**config.mk**
```make
export PLATFORM = sky130hd
export DESIGN_NAME = frontend_cmd_arbiter_flat
export DESIGN_NICKNAME = d
export VERILOG_FILES = /design/src/rtl/frontend_cmd_arbiter_if.sv /design/src/rtl/frontend_cmd_arbiter.sv /design/src/flat_wrapper.sv
export SDC_FILE = /design/constraint.sdc
export NUM_CORES = 1
export LEC_CHECK = 0
export ABC_CLOCK_PERIOD_IN_PS = 2800
export CORE_AREA = 2 2 321 323
export CTS_CLUSTER_SIZE = 30
export DETAILED_ROUTE_END_ITERATION = 10
export DIE_AREA = 0 0 323 325
export HOLD_SLACK_MARGIN = 0.1
export PLACE_DENSITY_LB_ADDON = 0.1
export SLEW_MARGIN = 20
export SYNTH_ARGS = -nofsm -noshare
export SYNTH_HDL_FRONTEND = slang
export SYNTH_SLANG_ARGS = --single-unit
```
**constraint.sdc**
```tcl
create_clock -name clk -period 2.8 [get_ports clk]
set_input_delay 0.42 -clock clk [delete_from_list [all_inputs] [get_ports clk]]
set_output_delay 0.42 -clock clk [all_outputs]
set_load 0.01 [all_outputs]
```
**src/rtl/frontend_cmd_arbiter_if.sv**
```systemverilog
// Requester-side and scheduler-side command/write-data bundle for frontend_cmd_arbiter.
// The arbiter connects through the slave modport; the surrounding logic drives the master modport.
interface frontend_cmd_arbiter_if #(
  parameter int NUM_REQ = 4,
  parameter int CMD_W   = 32,
  parameter int DATA_W  = 128
);
  localparam int ID_W = (NUM_REQ > 1) ? $clog2(NUM_REQ) : 1;

  logic [NUM_REQ-1:0]        req_valid;
  logic [NUM_REQ-1:0]        req_ready;
  logic [NUM_REQ*CMD_W-1:0]  req_cmd;
  logic [NUM_REQ-1:0]        req_is_write;
  logic [NUM_REQ-1:0]        req_wvalid;
  logic [NUM_REQ-1:0]        req_wready;
  logic [NUM_REQ*DATA_W-1:0] req_wdata;
  logic [NUM_REQ-1:0]        req_wlast;

  logic                      out_cmd_valid;
  logic                      out_cmd_ready;
  logic [CMD_W-1:0]          out_cmd;
  logic [ID_W-1:0]           out_req_id;
  logic                      out_wvalid;
  logic                      out_wready;
  logic [DATA_W-1:0]         out_wdata;
  logic                      out_wlast;

  modport slave (
    input  req_valid, req_cmd, req_is_write, req_wvalid, req_wdata, req_wlast,
    input  out_cmd_ready, out_wready,
    output req_ready, req_wready,
    output out_cmd_valid, out_cmd, out_req_id, out_wvalid, out_wdata, out_wlast
  );

  modport master (
    output req_valid, req_cmd, req_is_write, req_wvalid, req_wdata, req_wlast,
    output out_cmd_ready, out_wready,
    input  req_ready, req_wready,
    input  out_cmd_valid, out_cmd, out_req_id, out_wvalid, out_wdata, out_wlast
  );
endinterface

```
**src/rtl/frontend_cmd_arbiter.sv**
```systemverilog
// Round-robin frontend command arbiter with write-burst lock; 0-cycle cmd path, or 1-cycle slice
// when FE_ARB_OUT_REG_EN is defined. A stalled grant is held; no re-arbitration until handshake.
module frontend_cmd_arbiter #(
  parameter int NUM_REQ = 4,
  parameter int CMD_W   = 32,
  parameter int DATA_W  = 128
) (
  input  logic                   clk,
  input  logic                   rst_n,
  frontend_cmd_arbiter_if.slave  bus,
  output logic                   busy
);
  localparam int ID_W = (NUM_REQ > 1) ? $clog2(NUM_REQ) : 1;

  typedef enum logic {ST_ARB, ST_WDATA} state_t;

  state_t          state_q, state_d;
  logic [ID_W-1:0] rr_ptr_q, rr_ptr_d;
  logic [ID_W-1:0] wr_owner_q, wr_owner_d;
  logic [ID_W-1:0] held_g_q, held_g_d;
  logic            held_vld_q, held_vld_d;

  logic [CMD_W-1:0]  cmd_a   [NUM_REQ];
  logic [DATA_W-1:0] wdata_a [NUM_REQ];

  for (genvar i = 0; i < NUM_REQ; i++) begin : g_unpack
    assign cmd_a[i]   = bus.req_cmd[i*CMD_W +: CMD_W];
    assign wdata_a[i] = bus.req_wdata[i*DATA_W +: DATA_W];
  end

  // Rotating priority scan: descending k so the entry closest to rr_ptr wins.
  logic [ID_W-1:0] scan_g;
  logic            scan_hit;
  always_comb begin
    int idx;
    scan_g   = '0;
    scan_hit = 1'b0;
    idx      = 0;
    for (int k = NUM_REQ - 1; k >= 0; k--) begin
      idx = int'(rr_ptr_q) + k;
      if (idx >= NUM_REQ) idx = idx - NUM_REQ;
      if (bus.req_valid[idx]) begin
        scan_hit = 1'b1;
        scan_g   = ID_W'(idx);
      end
    end
  end

  logic [ID_W-1:0] g;
  logic            gnt_vld;
  logic [ID_W-1:0] nxt_ptr;
  assign g       = held_vld_q ? held_g_q : scan_g;
  assign gnt_vld = held_vld_q | scan_hit;
  assign nxt_ptr = (g == ID_W'(NUM_REQ - 1)) ? '0 : g + ID_W'(1);

  logic slot_ok;
  logic wdata_ok;
  logic cmd_take;

`ifdef FE_ARB_OUT_REG_EN
  logic             s_vld_q;
  logic [CMD_W-1:0] s_cmd_q;
  logic [ID_W-1:0]  s_id_q;

  assign slot_ok  = ~s_vld_q | bus.out_cmd_ready;
  // Data waits until its command has left the slice.
  assign wdata_ok = ~s_vld_q;

  always_ff @(posedge clk or negedge rst_n) begin
    if (!rst_n) begin
      s_vld_q <= 1'b0;
      s_cmd_q <= '0;
      s_id_q  <= '0;
    end else if (cmd_take) begin
      s_vld_q <= 1'b1;
      s_cmd_q <= cmd_a[g];
      s_id_q  <= g;
    end else if (s_vld_q && bus.out_cmd_ready) begin
      s_vld_q <= 1'b0;
    end
  end
`else
  assign slot_ok  = bus.out_cmd_ready;
  assign wdata_ok = 1'b1;
`endif

  assign cmd_take = (state_q == ST_ARB) && gnt_vld && slot_ok;

  logic [NUM_REQ-1:0] rdy_vec, wrdy_vec;
  logic               cmd_vld, wvld, wlst, busy_c;
  logic [CMD_W-1:0]   cmd_dat;
  logic [ID_W-1:0]    id_dat;
  logic [DATA_W-1:0]  wdat;

  always_comb begin
    state_d    = state_q;
    rr_ptr_d   = rr_ptr_q;
    wr_owner_d = wr_owner_q;
    held_g_d   = held_g_q;
    held_vld_d = held_vld_q;
    rdy_vec    = '0;
    wrdy_vec   = '0;
    cmd_vld    = 1'b0;
    cmd_dat    = '0;
    id_dat     = '0;
    wvld       = 1'b0;
    wdat       = '0;
    wlst       = 1'b0;
    busy_c     = 1'b0;

    unique case (state_q)
      ST_ARB: begin
        if (gnt_vld) begin
          rdy_vec[g] = slot_ok;
`ifndef FE_ARB_OUT_REG_EN
          cmd_vld = 1'b1;
          cmd_dat = cmd_a[g];
          id_dat  = g;
`endif
        end
        if (cmd_take) begin
          rr_ptr_d   = nxt_ptr;
          held_vld_d = 1'b0;
          if (bus.req_is_write[g]) begin
            wr_owner_d = g;
            state_d    = ST_WDATA;
          end
        end else if (gnt_vld) begin
          held_vld_d = 1'b1;
          held_g_d   = g;
        end
      end
      ST_WDATA: begin
        busy_c = 1'b1;
        if (wdata_ok) begin
          wvld               = bus.req_wvalid[wr_owner_q];
          wdat               = wdata_a[wr_owner_q];
          wlst               = bus.req_wlast[wr_owner_q];
          wrdy_vec[wr_owner_q] = bus.out_wready;
        end
        if (wvld && bus.out_wready && wlst) state_d = ST_ARB;
      end
      default: state_d = ST_ARB;
    endcase

`ifdef FE_ARB_OUT_REG_EN
    cmd_vld = s_vld_q;
    cmd_dat = s_cmd_q;
    id_dat  = s_id_q;
`endif

    // Combinational outputs stay quiet while reset is asserted.
    if (!rst_n) begin
      rdy_vec  = '0;
      wrdy_vec = '0;
      cmd_vld  = 1'b0;
      cmd_dat  = '0;
      id_dat   = '0;
      wvld     = 1'b0;
      wdat     = '0;
      wlst     = 1'b0;
      busy_c   = 1'b0;
    end
  end

  always_ff @(posedge clk or negedge rst_n) begin
    if (!rst_n) begin
      state_q    <= ST_ARB;
      rr_ptr_q   <= '0;
      wr_owner_q <= '0;
      held_g_q   <= '0;
      held_vld_q <= 1'b0;
    end else begin
      state_q    <= state_d;
      rr_ptr_q   <= rr_ptr_d;
      wr_owner_q <= wr_owner_d;
      held_g_q   <= held_g_d;
      held_vld_q <= held_vld_d;
    end
  end

  assign bus.req_ready     = rdy_vec;
  assign bus.req_wready    = wrdy_vec;
  assign bus.out_cmd_valid = cmd_vld;
  assign bus.out_cmd       = cmd_dat;
  assign bus.out_req_id    = id_dat;
  assign bus.out_wvalid    = wvld;
  assign bus.out_wdata     = wdat;
  assign bus.out_wlast     = wlst;
  assign busy              = busy_c;
endmodule

```
**src/flat_wrapper.sv**
```systemverilog
// flat-port wrapper written by rule: the top's interface ports become plain ports
module frontend_cmd_arbiter_flat 
#(
  parameter int NUM_REQ = 4,
  parameter int CMD_W   = 32,
  parameter int DATA_W  = 128
)
  (clk, rst_n, busy, bus_req_valid, bus_req_cmd, bus_req_is_write, bus_req_wvalid, bus_req_wdata, bus_req_wlast, bus_out_cmd_ready, bus_out_wready, bus_req_ready, bus_req_wready, bus_out_cmd_valid, bus_out_cmd, bus_out_req_id, bus_out_wvalid, bus_out_wdata, bus_out_wlast);
  frontend_cmd_arbiter_if #(.NUM_REQ(NUM_REQ), .CMD_W(CMD_W), .DATA_W(DATA_W)) bus_i ();
  input  logic clk;
  input  logic rst_n;
  output logic busy;
  input wire logic [$bits(bus_i.req_valid)-1:0] bus_req_valid;
  input wire logic [$bits(bus_i.req_cmd)-1:0] bus_req_cmd;
  input wire logic [$bits(bus_i.req_is_write)-1:0] bus_req_is_write;
  input wire logic [$bits(bus_i.req_wvalid)-1:0] bus_req_wvalid;
  input wire logic [$bits(bus_i.req_wdata)-1:0] bus_req_wdata;
  input wire logic [$bits(bus_i.req_wlast)-1:0] bus_req_wlast;
  input wire logic [$bits(bus_i.out_cmd_ready)-1:0] bus_out_cmd_ready;
  input wire logic [$bits(bus_i.out_wready)-1:0] bus_out_wready;
  output wire logic [$bits(bus_i.req_ready)-1:0] bus_req_ready;
  output wire logic [$bits(bus_i.req_wready)-1:0] bus_req_wready;
  output wire logic [$bits(bus_i.out_cmd_valid)-1:0] bus_out_cmd_valid;
  output wire logic [$bits(bus_i.out_cmd)-1:0] bus_out_cmd;
  output wire logic [$bits(bus_i.out_req_id)-1:0] bus_out_req_id;
  output wire logic [$bits(bus_i.out_wvalid)-1:0] bus_out_wvalid;
  output wire logic [$bits(bus_i.out_wdata)-1:0] bus_out_wdata;
  output wire logic [$bits(bus_i.out_wlast)-1:0] bus_out_wlast;
  assign bus_i.req_valid = bus_req_valid;
  assign bus_i.req_cmd = bus_req_cmd;
  assign bus_i.req_is_write = bus_req_is_write;
  assign bus_i.req_wvalid = bus_req_wvalid;
  assign bus_i.req_wdata = bus_req_wdata;
  assign bus_i.req_wlast = bus_req_wlast;
  assign bus_i.out_cmd_ready = bus_out_cmd_ready;
  assign bus_i.out_wready = bus_out_wready;
  assign bus_req_ready = bus_i.req_ready;
  assign bus_req_wready = bus_i.req_wready;
  assign bus_out_cmd_valid = bus_i.out_cmd_valid;
  assign bus_out_cmd = bus_i.out_cmd;
  assign bus_out_req_id = bus_i.out_req_id;
  assign bus_out_wvalid = bus_i.out_wvalid;
  assign bus_out_wdata = bus_i.out_wdata;
  assign bus_out_wlast = bus_i.out_wlast;
  frontend_cmd_arbiter #(.NUM_REQ(NUM_REQ), .CMD_W(CMD_W), .DATA_W(DATA_W)) u_core (.clk(clk), .rst_n(rst_n), .bus(bus_i), .busy(busy));
endmodule
```
### Yosys cells after proc, flatten, opt, wreduce, memory -nomap -nowiden

Index checks and enable logic that the tools add are counted.

| storage, ports and cells | value |
|---|---|
| register bits after elaboration | 8 |
| input port bits | 660 |
| logic and storage cells | 118 |

| operators by class | value |
|---|---|
| $add $sub $neg | 8 |
| magnitude comparators | 14 |
| equal/unequal tests | 1 |
| mux-type cells | 72 |
| bitwise operators | 7 |
| reduce and logical (&&, ||, !) cells | 11 |

Operator list:

| operator | count |
|---|---|
| 128-bit two-way mux | 4 |
| 32-bit two-way mux | 9 |
| 128-bit binary-select mux with 2-bit select | 1 |
| 32-bit by 4-bit less-than comparator with 1-bit output (second input constant) | 4 |
| 32-bit by 4-bit greater-or-equal comparator with 1-bit output (second input constant) | 3 |
| 32-bit by 4-bit subtractor with 32-bit output (second input constant) | 3 |
| 32-bit binary-select mux with 2-bit select | 1 |
| 1-bit two-way mux | 33 |
| 4-bit two-way mux | 5 |
| 2-bit two-way mux | 9 |
| 1-bit binary-select mux with 2-bit select | 7 |
| 4-bit bitwise AND | 2 |
| 2-bit by 2-bit adder with 3-bit output (second input constant) | 2 |
| 3-bit greater-or-equal comparator (second input constant) | 2 |
| 1-bit logical AND | 6 |
| 2-bit by 3-bit less-than comparator with 1-bit output (second input constant) | 2 |
| 2-bit NOT with 3-bit output | 2 |
| 3-bit AND reduction | 2 |
| 1-bit demux with 2-bit select | 2 |
| 2-bit by 1-bit greater-or-equal comparator with 1-bit output (second input constant) | 2 |
| 2-bit AND reduction | 2 |
| 2-bit by 3-bit subtractor with 4-bit output (second input constant) | 1 |
| 2-bit by 1-bit adder with 3-bit output (second input constant) | 1 |
| 2-bit by 3-bit greater-or-equal comparator with 1-bit output (second input constant) | 1 |
| other kinds (6) | 7 |

### Logic depth before layout (Yosys ltp)

| logic depth | value |
|---|---|
| depth after elaboration | 19 |
| gate-level depth with buffers | 9 |
| depth with buffers taken out | 8 |

### Least setup slack after synthesis

Ideal clock, no wire load.

| path | value |
|---|---|
| path type | flip-flop to output port |
| start point | register u_core.rr_ptr_q[0] |
| end point | output port bus_out_cmd[17] |
| data arrival time | 1791 ps |
| path slack | 589 ps |
| cell stages (with the launch flop) | 9 |
| path buffers | 3 |
| cells stage by stage | dfrtp_1 -> buf_2 -> o211ai_1 -> a21oi_1 -> o31ai_4 -> buf_6 -> nand2_1 -> buf_6 -> o22ai_1 |

| between the ends | value |
|---|---|
| word-level cells in the longest chain between the ends | 18 |

Ends and longest elaborated chain:

| item | RTL line | RTL |
|---|---|---|
| start, declared | frontend_cmd_arbiter.sv:18 | `logic [ID_W-1:0] rr_ptr_q, rr_ptr_d;` |
| start signal, assigned | frontend_cmd_arbiter.sv:175 | `rr_ptr_q <= rr_ptr_d;` |
| 2-bit by 2-bit adder with 3-bit output | frontend_cmd_arbiter.sv:40 | `idx = int'(rr_ptr_q) + k;` |
| 32-bit by 4-bit subtractor with 32-bit output / 32-bit by 4-bit greater-or-equal comparator with 1-bit output (equally long branches) | frontend_cmd_arbiter.sv:41 | `if (idx >= NUM_REQ) idx = idx - NUM_REQ;` |
| 32-bit two-way mux | frontend_cmd_arbiter.sv:41 |  |
| 1-bit binary-select mux with 2-bit select | frontend_cmd_arbiter.sv:42 | `if (bus.req_valid[idx]) begin` |
| 1-bit two-way mux (implied by the code) (2 in a row) | frontend_cmd_arbiter.sv:42 |  |
| 2-bit two-way mux (4 in a row) | frontend_cmd_arbiter.sv:42 |  |
| 2-bit two-way mux | frontend_cmd_arbiter.sv:52 | `assign g = held_vld_q ? held_g_q : scan_g;` |
| 2-bit NOT with 3-bit output (implied by the code) | frontend_cmd_arbiter.sv:117 | `cmd_dat = cmd_a[g];` |
| 32-bit binary-select mux with 2-bit select | frontend_cmd_arbiter.sv:117 |  |
| 32-bit two-way mux (implied by the code) (2 in a row) | frontend_cmd_arbiter.sv:117 |  |
| 32-bit two-way mux (*) | frontend_cmd_arbiter.sv:113 | `if (gnt_vld) begin` |
| 32-bit two-way mux (*) | frontend_cmd_arbiter.sv:111 | `unique case (state_q)` |
| 32-bit two-way mux (*) | frontend_cmd_arbiter.sv:153 | `if (!rst_n) begin` |
| end, declared | flat_wrapper.sv:24 | `output wire logic [$bits(bus_i.out_cmd)-1:0] bus_out_cmd;` |

Mark *: on every way between the ends. The rest lies on a longest branch, timed or not. The select of a mux whose other input is x is not followed.

### Final worst setup path

| path | value |
|---|---|
| start point | input port bus_req_valid[0] |
| end point | output port bus_out_cmd[5] |

| between the ends | value |
|---|---|
| word-level cells in the longest chain between the ends | 15 |

Ends and longest elaborated chain:

| item | RTL line | RTL |
|---|---|---|
| start, declared | flat_wrapper.sv:13 | `input wire logic [$bits(bus_i.req_valid)-1:0] bus_req_valid;` |
| 1-bit binary-select mux with 2-bit select | frontend_cmd_arbiter.sv:42 |  |
| 1-bit two-way mux (implied by the code) (2 in a row) | frontend_cmd_arbiter.sv:42 |  |
| 2-bit two-way mux (4 in a row) | frontend_cmd_arbiter.sv:42 |  |
| 2-bit two-way mux | frontend_cmd_arbiter.sv:52 |  |
| 2-bit NOT with 3-bit output (implied by the code) | frontend_cmd_arbiter.sv:117 |  |
| 32-bit binary-select mux with 2-bit select | frontend_cmd_arbiter.sv:117 |  |
| 32-bit two-way mux (implied by the code) (2 in a row) | frontend_cmd_arbiter.sv:117 |  |
| 32-bit two-way mux (*) | frontend_cmd_arbiter.sv:113 |  |
| 32-bit two-way mux (*) | frontend_cmd_arbiter.sv:111 |  |
| 32-bit two-way mux (*) | frontend_cmd_arbiter.sv:153 |  |

Marked as above.

==> impl_summary.txt <==
----------------------------------------------------
[Power and ir drop]
  P per Cell Area ... 627 nW/um^2
  Share of total power in sequential cells ... 2.8%
  Pleak ... 6.52 nW
  Switching Fraction ... 40.5%
  Switching power summed over all nets ... 0.00430 W
  Comb pwr share ... 94.9%
  Worst IR Drop VDD ... 0.000246 V
  Clock network power share ... 2.3%
  Int Power ... 0.00630 W

[Clock tree]
  Clock sink count ... 8
  Clock latency on the worst-skew pair ... 0.23 ns
  Clock transition at the registers of the reported paths ... 0.04 ns
  Clock Root Buffer ... clkbuf_16
  Maximum root-to-sink buffer count ... 2
  Hold Buf Count CTS ... 0
  Level count of the clock H-tree ... 1
  CTS buffer count ... 3
  CTS tree ... yes

[Global routing]
  Initial antenna violation count ... 22
  Total grt overflow ... 0
  First-pass GRT wire length ... 80000 um
  Largest net degree at the start of global routing ... 36
  Via count of the first global-routing pass ... 9357
  Overall routing resource usage ... 10.9%

[Logic synthesis]
  Post-synthesis sequential area ratio ... 3.48%
  Post-synthesis cell type count ... 44
  Proportion of synthesized flip-flops having asynchronous set or reset ... 100%
  Number of flip-flops and latches in the synthesized netlist ... 8
  Total of warnings raised by yosys ... 0
  Most used flip-flop cell after synthesis ... dfrtp_1
  Per-instance average area after synthesis ... 11.0 um^2
  Net count after synthesis ... 1184
  Cell area after technology mapping ... 5760 um^2
  Number of enable flip-flop cells after synthesis ... 0
  Cell count after synthesis ... 523

[Run status]
  Run status ... completed

[STA]
  Final setup fails ... 0
  Post-layout minimum cycle time ... 2.77 ns
  Slew at the pin closest to its max-slew limit ... 0.380 ns
  Post-Route Skew ... 0.000548 ns
  Max-Slew Margin vs Limit ... 74.6%
  Fmax ... 361 MHz
  Post-route clock period utilization ... 98.8%
  Endpoints failing hold ... 0
  Final Max Tran Viols ... 0
  RSZ-0062 raised after global routing ... yes

[Detailed routing]
  DRC ... 0
  Via total after detailed routing ... 8534
  Vias per Instance ... 3.07
  Number of search-and-repair iterations in the first detailed-routing pass ... 4
  Total routed wirelength ... 62200 um
  First DRT Iteration DRCs ... 266
  Routed Antenna Nets ... 0
  Routed wirelength normalized by instance count ... 22.4 um

[Final layout]
  Signed area change from the synthesized netlist to the final layout ... 193%
  Leading cell type in the layout, fill and taps excluded ... clkdlybuf4s50_1
  Share of layout cells above drive strength 1 ... 23.4%
  Commonest non-fill, non-tap cells in the layout ... clkdlybuf4s50_1, and2_1, mux4_2, buf_4, mux2i_1
  Area of all placed cells without fillers ... 16900 um^2
  Total Nets Final ... 2068
  Layout Utilization ... 16.7%

[Floorplan]
  Rows ... 117
  Starting density of the core ... 5.68%
  I/O Pins ... 834
  Die Footprint ... 105000 um^2
  Vert. Die Dim ... 325 um
  CORE AREA ... 101000 um^2
  DIE WIDTH ... 323 um

[Critical path]
  Worst path cell trace ... dlygate4sd2_1, buf_4, a211o_1, a21oi_2, o21ai_4, buf_12, buf_12, mux2i_1, o22ai_1, clkdlybuf4s15_2
  FF-to-FF path depth ... 11
  Critical path endpoint category ... output port
  Arrival time at the worst endpoint ... 2.35 ns
  Number of stages on the worst setup path ... 10
  Worst-path fanout max ... 17
  Count of buffering cells on the critical path with inverters included ... 5
  Critical Path Max Stage Delay ... 0.32 ns
  Required time of the worst setup path ... 2.38 ns
  Top cell family by delay on the critical path ... buffers and inverters
  Worst Setup Start Kind ... primary input
  Critical path's most frequent cell ... buf_12
  Slowest cell on the critical path ... a211o_1
  CP Class ... in2out

[Run]
  Max-capacitance violation count ... 0

[Placed design]
  Detailed-placement wirelength estimate ... 53800 um
  Port buffer count ... 833
  Final Wtd Congestion ... 0.761
  Area of placed instances ... 16300 um^2

[Worst hold path]
  Hold/Removal Path Class ... in2async

----------------------------------------------------
-- sequential cells by signal, summed over array words and instances (netlist names) --
register / cells
u_core.wr_owner_q: 2
u_core.rr_ptr_q: 2
u_core.held_g_q: 2
u_core.held_vld_q: 1
u_core.state_q: 1
-- worst reg2reg max path, delay by kind of cell, from the launching register on --
| kind | cells | cell delay [ns] |
|---|---|---|
| flip-flops | 1 | 0.43 |
| buffers and inverters | 5 | 0.75 |
| multiplexers | 1 | 0.23 |
| AND/OR/NAND/NOR | 1 | 0.17 |
| AO/OA/AOI/OAI | 4 | 0.65 |
-- repair_timing --
action / in CTS / in global routing
buffers inserted: 11 / 23
cloned: 5 / 3
pin swaps: 5 / 5
endpoints found under the setup margin: 76 / 69
resized for setup: 148 / 62
-- power groups by stage --
stage | combinational, W | clock (W) | sequential [W]
3_5_place_dp | 0.00934 | 0 | 0.000290
2_1_floorplan | 0.00493 | 0 | 0.000201
5_1_grt | 0.0108 | 0.000256 | 0.000306
3_3_place_gp | 0.00939 | 0 | 0.000292
4_1_cts | 0.00990 | 0.000246 | 0.000287
6_report | 0.0101 | 0.000243 | 0.000293
-- worst paths after layout --
path | startpoint | endpoint | slack (ns)
setup / recovery | bus_req_valid[0] | bus_out_cmd[5] | 0.03
setup reg to reg | u_core.rr_ptr_q[1] | u_core.wr_owner_q[0] | 0.40
hold reg to reg | u_core.held_g_q[1] | u_core.held_g_q[1] | 0.52
min in group clk | u_core.held_g_q[1] | u_core.held_g_q[1] | 0.52
max in group asynchronous | rst_n | u_core.wr_owner_q[1] | 2.30
hold / removal | rst_n | u_core.wr_owner_q[0] | 0.31
-- cell families (layout without fill, tap and decap cells) --
group	Yosys count	in the layout	synth area share (%)
compound gates	58	58	8.21
mux	199	199	63.2
fa+ha+maj	1	1	0.217
buf+inv	70	953	6.15
other cells	0	5	0
flops	8	8	3.48
simple gates	187	187	18.7
-- cells in the mapped netlist, types with 2 or more instances --
cell type  count  share of area, %
dfrtp_1        8               3.5
nor2_1        22               1.4
o211ai_1       2              0.26
o21ai_0        3              0.26
a211oi_1       4              0.52
and2_1       133                14
a211o_1        3              0.46
nand2_1       11              0.72
buf_2         20               1.7
buf_6          4              0.78
buf_1          2              0.13
nand3_1        5              0.43
a21oi_1        5              0.43
clkbuf_1      29               1.9
mux4_2       130                51
mux2_2        17               3.3
o22ai_1       18               2.0
inv_1          6              0.39
nor3_1         5              0.43
a31oi_1        2              0.22
nand2b_1       4              0.43
mux2i_1       52               9.0
buf_4          6              0.78
a211oi_2      10               2.2
nor2b_1        3              0.33
-- layer usage --
metal / wire (um) / global-route usage (%) / vias to the layer above
li1: - / - / 3870
met1: 21100 / 11.1 / 4112
met2: 34500 / 22.1 / 492
met3: 5720 / 3.18 / 40
met4: 692 / 1.26 / 20
met5: 123 / 0 / -
-- cell type report --
class | count | area (um^2)
clock buffers | 4 | 78.8
diodes | 5 | 12.5
repair buffers | 941 | 9590
multi-input cells | 445 | 5260
well taps | 1368 | 1710
inverters | 8 | 35.0
flip-flops and latches | 8 | 210
fillers | 11376 | 84400
-- per-stage QoR --
stage / setup WS (ns) / hold slack [ns] / TNS (ns) / power (W) / std cells
4_1_cts: -0.0552 / 0.327 / -0.406 / 0.0104 / 2749
3_3_place_gp: -0.526 / 0.514 / -17.16 / 0.00968 / 2729
2_1_floorplan: 0.589 / 0.124 / 0 / 0.00513 / 523
6_report: 0.0331 / 0.315 / 0 / 0.0106 / 2779
3_5_place_dp: -0.511 / 0.524 / -17.14 / 0.00963 / 2729
5_1_grt: -0.0729 / 0.336 / -1.05 / 0.0114 / 2777
Power figures use the tool's default switching activity.
